File: src/rtl/unary_stream_tx_if.sv
// Operand/stream bundle between a unary stream transmitter and whatever drives it.
// master = operand source (bench or datapath), slave = the transmitter.
interface unary_stream_tx_if #(
    parameter int CNT_W = 4
);
    logic             start;
    logic [CNT_W-1:0] a_val;
    logic [CNT_W-1:0] b_val;
    logic             A;
    logic             B;
    logic             en;
    logic             read_or_write;
    logic             busy;
    logic             done;

    modport master (
        output start, a_val, b_val,
        input  A, B, en, read_or_write, busy, done
    );

    modport slave (
        input  start, a_val, b_val,
        output A, B, en, read_or_write, busy, done
    );
endinterface

File: src/rtl/unary_stream_tx.sv
// Unary (thermometer) stream transmitter: sends two clamped operands as fixed-length frames, then a read-out window.
// Build option UNARY_TX_ALIGN_RIGHT_EN: right-aligned frames (zeros first) instead of ones first.
module unary_stream_tx #(
    parameter int CNT_W     = 4,
    parameter int FRAME_LEN = 15,
    parameter int RD_LEN    = 20
) (
    input logic              clk,
    input logic              rst,
    unary_stream_tx_if.slave bus
);
    localparam int KW = $clog2(FRAME_LEN + 1);
    localparam int RW = (RD_LEN > 1) ? $clog2(RD_LEN) : 1;

    localparam logic [CNT_W-1:0] OPND_MAX = CNT_W'(FRAME_LEN);
    localparam logic [KW-1:0]    K_FRAME  = KW'(FRAME_LEN);
    localparam logic [KW-1:0]    K_LAST   = KW'(FRAME_LEN - 1);
    localparam logic [RW-1:0]    RD_LAST  = RW'(RD_LEN - 1);

    typedef enum logic [1:0] {
        IDLE    = 2'd0,
        SEND    = 2'd1,
        READOUT = 2'd2
    } state_t;

    // FRAME_LEN fits in CNT_W bits, so KW <= CNT_W and the slice is safe.
    function automatic logic [KW-1:0] sat_operand(input logic [CNT_W-1:0] v);
        if (v > OPND_MAX) return K_FRAME;
        return v[KW-1:0];
    endfunction

    function automatic logic frame_bit(input logic [KW-1:0] idx, input logic [KW-1:0] ones);
`ifdef UNARY_TX_ALIGN_RIGHT_EN
        return idx >= (K_FRAME - ones);
`else
        return idx < ones;
`endif
    endfunction

    state_t        state, state_n;
    logic [KW-1:0] k, k_n;
    logic [RW-1:0] rd_cnt, rd_n;
    logic [KW-1:0] a_q, a_n;
    logic [KW-1:0] b_q, b_n;

    logic a_bit, a_bit_n;
    logic b_bit, b_bit_n;
    logic en_q, en_n;
    logic rw_q, rw_n;
    logic busy_q, busy_n;
    logic done_q, done_n;

    always_comb begin
        state_n = state;
        k_n     = k;
        rd_n    = rd_cnt;
        a_n     = a_q;
        b_n     = b_q;
        done_n  = 1'b0;

        unique case (state)
            IDLE: begin
                if (bus.start) begin
                    state_n = SEND;
                    k_n     = '0;
                    a_n     = sat_operand(bus.a_val);
                    b_n     = sat_operand(bus.b_val);
                end
            end
            SEND: begin
                // Terminal compare before increment keeps k from wrapping.
                if (k == K_LAST) begin
                    state_n = READOUT;
                    rd_n    = '0;
                end else begin
                    k_n = k + 1'b1;
                end
            end
            READOUT: begin
                if (rd_cnt == RD_LAST) begin
                    state_n = IDLE;
                    done_n  = 1'b1;
                end else begin
                    rd_n = rd_cnt + 1'b1;
                end
            end
            default: state_n = IDLE;
        endcase

        // Outputs are decoded from the next state so they can be registered without extra latency.
        en_n    = (state_n != IDLE);
        busy_n  = (state_n != IDLE);
        rw_n    = (state_n == READOUT);
        a_bit_n = (state_n == SEND) && frame_bit(k_n, a_n);
        b_bit_n = (state_n == SEND) && frame_bit(k_n, b_n);
    end

    always_ff @(posedge clk) begin
        if (rst) begin
            state  <= IDLE;
            k      <= '0;
            rd_cnt <= '0;
            a_q    <= '0;
            b_q    <= '0;
            a_bit  <= 1'b0;
            b_bit  <= 1'b0;
            en_q   <= 1'b0;
            rw_q   <= 1'b0;
            busy_q <= 1'b0;
            done_q <= 1'b0;
        end else begin
            state  <= state_n;
            k      <= k_n;
            rd_cnt <= rd_n;
            a_q    <= a_n;
            b_q    <= b_n;
            a_bit  <= a_bit_n;
            b_bit  <= b_bit_n;
            en_q   <= en_n;
            rw_q   <= rw_n;
            busy_q <= busy_n;
            done_q <= done_n;
        end
    end

    assign bus.A             = a_bit;
    assign bus.B             = b_bit;
    assign bus.en            = en_q;
    assign bus.read_or_write = rw_q;
    assign bus.busy          = busy_q;
    assign bus.done          = done_q;
endmodule

File: src/flat_wrapper.sv
// flat-port wrapper written by rule: the top's interface ports become plain ports
module unary_stream_tx_flat 
#(
    parameter int CNT_W     = 4,
    parameter int FRAME_LEN = 15,
    parameter int RD_LEN    = 20
)
  (clk, rst, bus_start, bus_a_val, bus_b_val, bus_A, bus_B, bus_en, bus_read_or_write, bus_busy, bus_done);
  unary_stream_tx_if #(.CNT_W(CNT_W)) bus_i ();
  input logic clk;
  input logic rst;
  input wire logic [$bits(bus_i.start)-1:0] bus_start;
  input wire logic [$bits(bus_i.a_val)-1:0] bus_a_val;
  input wire logic [$bits(bus_i.b_val)-1:0] bus_b_val;
  output wire logic [$bits(bus_i.A)-1:0] bus_A;
  output wire logic [$bits(bus_i.B)-1:0] bus_B;
  output wire logic [$bits(bus_i.en)-1:0] bus_en;
  output wire logic [$bits(bus_i.read_or_write)-1:0] bus_read_or_write;
  output wire logic [$bits(bus_i.busy)-1:0] bus_busy;
  output wire logic [$bits(bus_i.done)-1:0] bus_done;
  assign bus_i.start = bus_start;
  assign bus_i.a_val = bus_a_val;
  assign bus_i.b_val = bus_b_val;
  assign bus_A = bus_i.A;
  assign bus_B = bus_i.B;
  assign bus_en = bus_i.en;
  assign bus_read_or_write = bus_i.read_or_write;
  assign bus_busy = bus_i.busy;
  assign bus_done = bus_i.done;
  unary_stream_tx #(.CNT_W(CNT_W), .FRAME_LEN(FRAME_LEN), .RD_LEN(RD_LEN)) u_core (.clk(clk), .rst(rst), .bus(bus_i));
endmodule
File: config.mk
export PLATFORM = sky130hd
export DESIGN_NAME = unary_stream_tx_flat
export DESIGN_NICKNAME = d
export VERILOG_FILES = /design/src/rtl/unary_stream_tx_if.sv /design/src/rtl/unary_stream_tx.sv /design/src/flat_wrapper.sv
export SDC_FILE = /design/constraint.sdc
export NUM_CORES = 1
export LEC_CHECK = 0
export ABC_AREA = 1
export BUFFER_PORTS_ARGS = -buffer_cell sky130_fd_sc_hd__buf_4
export CAP_MARGIN = 20
export CORE_MARGIN = 5
export CORE_UTILIZATION = 50
export DETAILED_ROUTE_END_ITERATION = 16
export PLACE_DENSITY = 0.72
export SYNTH_ARGS = -nofsm -noshare
export SYNTH_HDL_FRONTEND = slang
export SYNTH_SLANG_ARGS = --single-unit
File: constraint.sdc
create_clock -name clk -period 1.88 [get_ports clk]
set_input_delay 0.376 -clock clk [delete_from_list [all_inputs] [get_ports clk]]
set_output_delay 0.376 -clock clk [all_outputs]
set_load 0.05 [all_outputs]
# == Word-level counts from Yosys, hierarchy flattened ==
# Index checks and enable logic that the tools add are counted.
# totals
regBits,24
in_bits,11
output_inout_bits,6
# classes
add_sub_neg,2
n_lt_le_gt_ge,4
n_eq_ne,8
mux,25
n_bitwise,1
reduce_logical,7
# ops
cell,count
$mux 4,10
$mux 5,2
$pmux 5 s2,1
$gt 4x4->1 const B,2
$lt 4x4->1,2
$pmux 4 s2,1
$mux 1,7
$mux 2,3
$pmux 2 s3,1
$add 5x1->5 const B,1
$eq 5x5->1 const B,1
$add 4x1->4 const B,1
$eq 2x1->1 const B,2
$eq 2x2->1 const B,2
$eq 4x4->1 const B,1
$reduce_bool 2->1,2
$reduce_and 3->1,1
$logic_and 1x1->1,2
$logic_not 2->1,1
$ne 2x1->1 const B,1
$ne 2x2->1 const B,1
$reduce_or 2->1,1
$not 1->1,1

# == Depth between registers and ports, before layout ==
# Gate-level depths: netlist of run 1.
# depth
ltp_word,9
mapped_depth,12
depth_no_buf,12

# == Least setup slack after synthesis of run 1 ==
# Ideal clock, no wire load.
# synth_path
path_type,register to register
from,register u_core.state[0]
to,"register u_core.a_bit, in the netlist u_core.bus.A"
setup_ns,0.070
t_arrival_ns,1.666
required_time_ns,1.810
path_slack_ns,0.144
stages_incl_launch_ff,13
n_path_buf,0
path_cell_list,dfxtp_1 inv_1 ha_1 inv_1 nor2_1 nor2_2 nand2_1 nand2_1 nand2_1 ha_1 a21oi_1 nand4_1 a21oi_1
# synth_between
elab_chain_cells,4
elab_cells_between_ends,12
# synth_rtl
item,line_no,text
from (decl),unary_stream_tx.sv:40,"state_t state, state_n;"
from (signal assigned),unary_stream_tx.sv:112,state <= state_n;
$eq 2x1->1 or $logic_not 2->1 (tied branches),unary_stream_tx.sv:61,unique case (state)
$pmux 4 s2 (*),unary_stream_tx.sv:61,
named net u_core.k_n[3],unary_stream_tx.sv:41,"logic [KW-1:0] k, k_n;"
$lt 4x4->1 (*),unary_stream_tx.sv:36,return idx < ones;
$logic_and 1x1->1 (*),unary_stream_tx.sv:94,"a_bit_n = (state_n == SEND) && frame_bit(k_n, a_n);"
to (signal assigned),unary_stream_tx.sv:117,a_bit <= a_bit_n;
to (decl),unary_stream_tx.sv:46,"logic a_bit, a_bit_n;"
# The timed path passes the listed nets; every way through them passes the cells marked *.
# A chain may end at the register's enable or synchronous reset.

# == Worst setup path after layout of run 1 ==
# layout_path
from,register u_core.state[0]
to,"register u_core.a_bit, in the netlist u_core.bus.A"
# layout_between
elab_chain_cells,4
elab_cells_between_ends,12
# layout_rtl
item,line_no
$eq 2x1->1 (tied with other cells),unary_stream_tx.sv:61
$pmux 4 s2 (tied with other cells),unary_stream_tx.sv:61
$lt 4x4->1 or $eq 2x1->1 (tied branches),"unary_stream_tx.sv:36, unary_stream_tx.sv:94"
$logic_and 1x1->1 (*),unary_stream_tx.sv:94
# Mark *: on every way between the ends. The rest lies on a longest branch, timed or not.

==> results of run 1 <==
[placed cells by master (no fill, tap or decap), drive strengths merged, types with 2 or more instances in the layout]
master / instances
nand2: 38
dfxtp: 24
buf: 23
inv: 19
nor2: 18
a21oi: 15
ha: 13
nand3: 11
mux2i: 6
o21ai: 4
nand4: 3
clkbuf: 3
nor3: 2
or2: 2
[registers in the layout, summed over array words and instances (netlist names)]
register                  flops
u_core.a_q                    4
u_core.bus.en                 1
u_core.bus.read_or_write      1
u_core.k                      4
u_core.b_q                    4
u_core.bus.done               1
u_core.bus.B                  1
u_core.state                  2
u_core.bus.A                  1
u_core.rd_cnt                 5
[cell families after synthesis]
group / count (synthesis) / share of synthesized area
buffers and inverters: 22 / 0.0677
muxes: 6 / 0.0471
DFF: 24 / 0.377
and+or+nand+nor: 75 / 0.280
adders and majority gates: 13 / 0.128
xor gates and xnor gates: 2 / 0.0137
AOI/OAI and AO/OA: 21 / 0.0873
[critical path: stages, from the launching register on]
cell                      delay (ns)
sky130_fd_sc_hd__dfxtp_2        0.35
sky130_fd_sc_hd__inv_1          0.08
sky130_fd_sc_hd__ha_4           0.18
sky130_fd_sc_hd__nand2_2        0.15
sky130_fd_sc_hd__mux2i_1        0.36
sky130_fd_sc_hd__ha_4           0.27
sky130_fd_sc_hd__a21oi_2        0.15
sky130_fd_sc_hd__nand4_1        0.15
sky130_fd_sc_hd__a21oi_1        0.18
[timing repair]
action | CTS | global route
setup endpoints to repair | 2 | 2
buffers inserted | 3 | 0
resized for setup | 4 | 9
pin swaps | 1 | 1
[power by group through the flow]
stage	Sequential (W)	Combinational (W)	Clock (W)
after floorplan	0.000585	0.000147	0
after global placement	0.000557	0.000240	0
after detailed placement	0.000560	0.000246	0
after CTS	0.000547	0.000257	0.000390
after global routing	0.000550	0.000306	0.000416
final	0.000547	0.000276	0.000388
[worst paths after layout]
check / start / endpoint / slack (ns) / cells past startpoint
max: u_core.state[0] / u_core.bus.A / -0.07 / 8
min: bus_a_val[0] / u_core.a_q[0] / 0.30 / 3
max reg2reg: u_core.state[0] / u_core.bus.A / -0.07 / 8
min reg2reg: u_core.a_q[0] / u_core.a_q[0] / 0.48 / 2
[routing by layer]
metal / vias to the layer above / routed length, µm
met5: - / 0
met4: 0 / 70
met3: 9 / 126
met2: 30 / 1500
met1: 545 / 1190
li1: 577 / -
[area by class of cell]
| cell class | count | area, µm² | share of cell area |
|---|---|---|---|
| Clock inverter | 1 | 30.0 | 0.0189 |
| Inverter | 19 | 71.3 | 0.0450 |
| Clock buffer | 3 | 22.5 | 0.0142 |
| Tap cell | 30 | 37.5 | 0.0237 |
| Sequential cell | 24 | 483 | 0.305 |
| Timing Repair Buffer | 23 | 173 | 0.109 |
| Multi-Input combinational cell | 117 | 768 | 0.485 |
[stage by stage]
stage / hold WS [ns] / setup slack, ns / setup TNS (ns) / instance area (µm²)
floorplan: 0.453 / 0.144 / 0 / 1270
global placement: 0.458 / 0.0582 / 0 / 1450
detailed placement: 0.464 / -0.0681 / -0.118 / 1450
CTS: 0.306 / -0.00657 / -0.00657 / 1530
global route: 0.312 / -0.225 / -0.297 / 1590
finish: 0.300 / -0.0662 / -0.0662 / 1590
==> results.txt, run 1 <==
- The flow ran to the end, but the final reports show violations.
- Violations in the final reports: negative setup slack
- The count of nets left with antenna violations once routing finished came out at 0.
* Comb pwr share: 0.228
- Global-route layer with the greatest usage: met2
* Most used flip-flop cell after synthesis: sky130_fd_sc_hd__dfxtp_1
* Max-capacitance violation count: 0
* Share of flip-flops with an asynchronous set or reset: 0
- Endpoint type of the worst setup path: flop
* Netlist Area Pre-Place: 1270 µm²
- Share of power burned in the clock network: 0.320
- After the first detailed-routing iteration, the DRC count stood at 46.
* Worst setup SP type: flop
- Total chip power: 0.00121 W
- Critical path peak fanout: 5
- Chip width: 60.5 µm
- Total I/O pin count: 17
* TritonCTS clock tree: built
- Clock skew on the completed layout was measured at 0.00886 ns.
- Clock insertion delay at the later pin of the skew report: 0.33 ns
- Cell Rows: 18
* Signed area change from the synthesized netlist to the final layout: 24.3%
- After clock tree synthesis, the flow added hold-fix buffers numbering 0.
- Setup repair after global routing missed its margin: true
- Critical setup path kind: reg -> reg
* Worst-Margin Slew: 0.393 ns
* Cell types with the largest area share after synthesis: sky130_fd_sc_hd__dfxtp_1, sky130_fd_sc_hd__ha_1, sky130_fd_sc_hd__nand2_1
- Core utilization of the finished layout: 0.646
- Fill cells in the final layout number 195.
- In the final design database the tool counted 212 nets.
* Final HPWL DP: 2050 µm
* Max-slew violation count: 0
- Cells after synthesis: 163
- Of the available clock period, the critical path in the final layout requires 1.04.
- In this run, synthesis inferred 0 flip-flops with an integrated enable.
* Post-synthesis cell type with the largest combined area: sky130_fd_sc_hd__dfxtp_1
* Fraction of met3 tracks used by global routing: 0.0362
* Number of global-route vias before repair: 1149
- Counting tap cells, the placed design contains a total of 210 instances.
* Met1 usage: 0.171
* Average cell area after synthesis: 7.82 µm²
- The number of antenna diodes in the final layout is 0.
* Post-synthesis register bit count: 24
- After detailed routing, the number of remaining DRC violations is 0.
- Post-Syn Nets: 187
- Sw Pwr: 0.000351 W
- Area of the die: 3660 µm²
- Clk pin slew, worst setup/hold paths: 0.15 ns
- Summed over all layers, the routed wires come to 2890 µm.
- Sequential area share after synthesis: 0.377
* Setup slack after layout: -0.0662 ns
- In this run the number of H-tree levels came out at 1.
- Global routing finished with a remaining overflow of 0.
- Pin count of the biggest net entering global routing: 21
- Across every metal layer, demand over resource in global routing totals 0.166.
- In this run the clock root is driven by a sky130_fd_sc_hd__clkbuf_4.
- Of the total power, the share spent switching nets is 0.290.
* Number of library cell types mapped by synthesis: 26
- In the post-synthesis netlist, the cell with the most instances is sky130_fd_sc_hd__nand2_1.
* Peak supply drop: 0.519 mV
* TritonCTS buffer count: 3
- The number of antenna violations at the first check in global routing came to 0.
* Static power due to leakage: 0.765 nW
* Number of buffers between clock root and the deepest sink: 2
- Of the total power, registers draw 0.452.
- Synth warnings: 0
- Of the cells placed in the final design, the portion with a size suffix greater than 1 is 0.273.
- Placer Congestion: 0.837
- Data arrives at the worst endpoint at 2.20 ns.
- Final Setup Violations: 1
- Wire length of the first global-routing pass: 4570 µm
* Height of the chip: 60.5 µm
- Achievable Freq: 514 MHz
* WL per Instance: 13.3 µm
* Total internal power: 0.000860 W
* Critical path data required time: 2.13 ns
- The core region is 2450 µm².
* Synth cell count leaders: sky130_fd_sc_hd__nand2_1, sky130_fd_sc_hd__dfxtp_1, sky130_fd_sc_hd__inv_1
- DR vias: 1161
* Met2 Resource Use GR: 0.321
- Buffers placed on the I/O ports in this run total 16.
- Minimum period implied by the final worst setup slack: 1.95 ns
- Number of iterations in the first detailed-routing pass: 4
* Effective utilization at floorplan: 0.519
- Once layout is complete, the cells apart from fillers number 217.
- The number of hold-slack violations in the final timing report is 0.
- Total clock sinks: 24
* DR vias/cell: 5.35
- Fraction of post-synthesis cell area in the top cell type by area: 0.377
* Cell area power density: 764 nW/µm²
* Worst min path class: in -> reg
- Max_slew headroom: 0.731
No activity file was read; power rests on OpenSTA's default activity.
==> run 2: changes to the inputs <==
clock period = 1.8 ns   (was 1.88 ns; I/O delays follow)
==> run 2 against run 1 <==
Net effect:
- the run still ends with negative setup slack left
- worst hold slack worse by 0.027 ns
- die area stayed put
- design area is 9.4% higher
- utilization is 6.1 points higher
- combinational power is 27% higher
- critical endpoint unchanged
- largest cell class unchanged
- largest power group unchanged
==> results.txt, run 2 (synthesis results as in run 1) <==
* Global route overflow: 0
- The number of antenna diodes in the final layout is 0.
- The first TritonRoute pass finished after 5 iterations.
- From left edge to right edge, the die measures 60.5 µm.
- Clock-pin slew was measured on the worst setup and hold paths at 0.15 ns.
- The design draws 0.00133 W.
* DR vias/cell: 5.41
* Hold-fix buffers, CTS: 0
* Critical path peak fanout: 3
* Worst min path class: in -> reg
- Core utilization of the finished layout: 0.706
- Minimum period implied by the final worst setup slack: 1.82 ns
- After the flow finishes, the layout carries non-filler instances totaling 222.
- The worst setup path is launched from a flop.
* Cell Rows: 18
- The register with the most flip-flops in the layout has 5 of them.
- CTS Root Cell: sky130_fd_sc_hd__clkbuf_4
- The floorplan step defined a core boundary enclosing 2450 µm².
* TritonCTS clock tree: built
* Signed area change from the synthesized netlist to the final layout: 36.0%
* Total clock sinks: 24
- For this run, design rule violations remaining after detail routing come to 0.
* Number of global-route vias before repair: 1148
- Clock insertion delay at the later pin of the skew report: 0.34 ns
- The number of clock buffers added by TritonCTS is 3.
- Clock skew: 0.0148 ns
- Static power due to leakage: 0.784 nW
- Area of the die: 3660 µm²
* Cell area power density: 769 nW/µm²
- Routability-driven placement finished with a final weighted congestion of 0.863.
* Max-slew violation count: 0
- Counting along the longest clock path gives a buffer depth of 2.
- Setup slack of the most critical reg-to-reg path: -0.02 ns
- Initial antenna violation count: 0
* Endpoint type of the worst setup path: flop
- In this run the remaining antenna-violating nets after routing total 0.
* Height of the chip: 60.5 µm
* Peak supply drop: 0.744 mV
- Effective utilization at floorplan: 0.519
* Total I/O pin count: 17
- Number of placed cells counting well taps: 215
* Highest-delay cell along the critical path: sky130_fd_sc_hd__dfxtp_4
- The wire-length estimate of the detail-placed layout is 2160 µm.
* Setup slack after layout: -0.0206 ns
- For the pin with the worst max-slew slack, the measured transition is 0.286 ns.
- Leading cell types in the layout, fill and taps excluded: sky130_fd_sc_hd__nand2_1, sky130_fd_sc_hd__buf_4, sky130_fd_sc_hd__dfxtp_1
- Buffers placed on the I/O ports in this run total 16.
- The final layout contains 217 nets.
* Commonest non-fill, non-tap cell in the layout: sky130_fd_sc_hd__nand2_1
- The run finished, with violations left.
- Setup violations remaining at the end of the flow were counted as 2.
* Number of instances on the worst hold path: 3
* R2R depth: 11
- Final wirelength: 3260 µm
* WL per Instance: 14.7 µm
- Total global routing track utilization: 0.177
- At the placement stage, the worst setup path has a slack of -0.176 ns.
- Largest register by flop count: u_core.rd_cnt
- Pin count of the biggest net entering global routing: 21
- Series of cell instances along the critical path: inv_2 > ha_4 > nor2_2 > nor2_4 > nand2_2 > nand2_2 > nand2_4 > ha_4 > a21oi_2 > nand4_1 > a21oi_1
- Maximum cell stage delay along the critical path: 0.40 ns
- Critical path data required time: 2.06 ns
- Fraction of final layout cells sized beyond drive strength 1: 0.385
- The first routing iteration left 57 violations.
* Critical Path AT: 2.08 ns
* Critical setup path kind: reg -> reg
- DR vias: 1200
- Setup repair after global routing missed its margin: true
* Violations in the final reports: negative setup slack
- Achievable Freq: 549 MHz
- The first global-routing pass estimated 4840 µm of wire.
- Across the run, the number of max-cap violations was 0.
- CTS built an H-tree with a depth of 1.
- Final Hold Violating Endpoints: 0
* Max_slew headroom: 0.808
- Of the available clock period, the critical path in the final layout requires 1.01.
-- run 2: cell count changes in the layout (fill, tap and decap cells not counted), moves of 4 or more --
cell | previous run | this run
sky130_fd_sc_hd__nand2_1 | 34 | 28
sky130_fd_sc_hd__mux2i_1 | 6 | 1
sky130_fd_sc_hd__buf_4 | 23 | 27
sky130_fd_sc_hd__mux2i_4 | 0 | 4
sky130_fd_sc_hd__nand2_2 | 4 | 8
-- run 2: cell type report --
cell class | count | area (µm²)
clock buffer | 3 | 22.5
fill | 200 | 721
inverter | 19 | 76.3
sequential | 24 | 487
tap | 30 | 37.5
timing repair buffer | 28 | 214
clock inverter | 1 | 30.0
multi-input combinational | 117 | 867
-- run 2: worst paths after layout --
check | start | end
worst max-delay path | u_core.state[0] | u_core.bus.A
worst min-delay path | bus_a_val[2] | u_core.a_q[2]
worst max register to register | u_core.state[0] | u_core.bus.A
worst min register to register | u_core.b_q[0] | u_core.b_q[0]
-- run 2: metrics by stage --
stage,cell area (µm²),hold WS [ns],TNS [ns]
4_1_cts,1630,0.294,0
2_1_floorplan,1270,0.453,0
3_3_place_gp,1490,0.458,-0.0322
6_report,1730,0.273,-0.0236
5_1_grt,1730,0.263,-0.147
3_5_place_dp,1490,0.463,-0.307
-- run 2: layer usage --
metal,GRT usage,vias up,wire (µm)
li1,-,586,-
met1,0.188,564,1250
met2,0.333,38,1800
met3,0.0340,12,134
met4,0.0836,0,67
met5,0,-,0
-- run 2: where the power goes --
part / total (W) / switching (W) / internal [W]
clock: 0.000404 / 0.000179 / 0.000226
sequential: 0.000579 / 0.0000189 / 0.000560
combinational: 0.000351 / 0.000200 / 0.000151
-- run 2: worst max-delay path, delay by kind of cell, from the launching register on --
kind	cells	cell delay, ns
buffers and inverters	1	0.05
AOI/OAI and AO/OA	2	0.29
DFF	1	0.40
adders and majority gates	2	0.39
and+or+nand+nor	6	0.61
-- run 2: what timing repair did --
| item | in CTS | in global routing |
|---|---|---|
| buffers inserted | 1 | 2 |
| setup endpoints to repair | 2 | 2 |
| gates resized for setup | 20 | 23 |
| pin swaps | 2 | 8 |
| gates cloned | 0 | 0 |
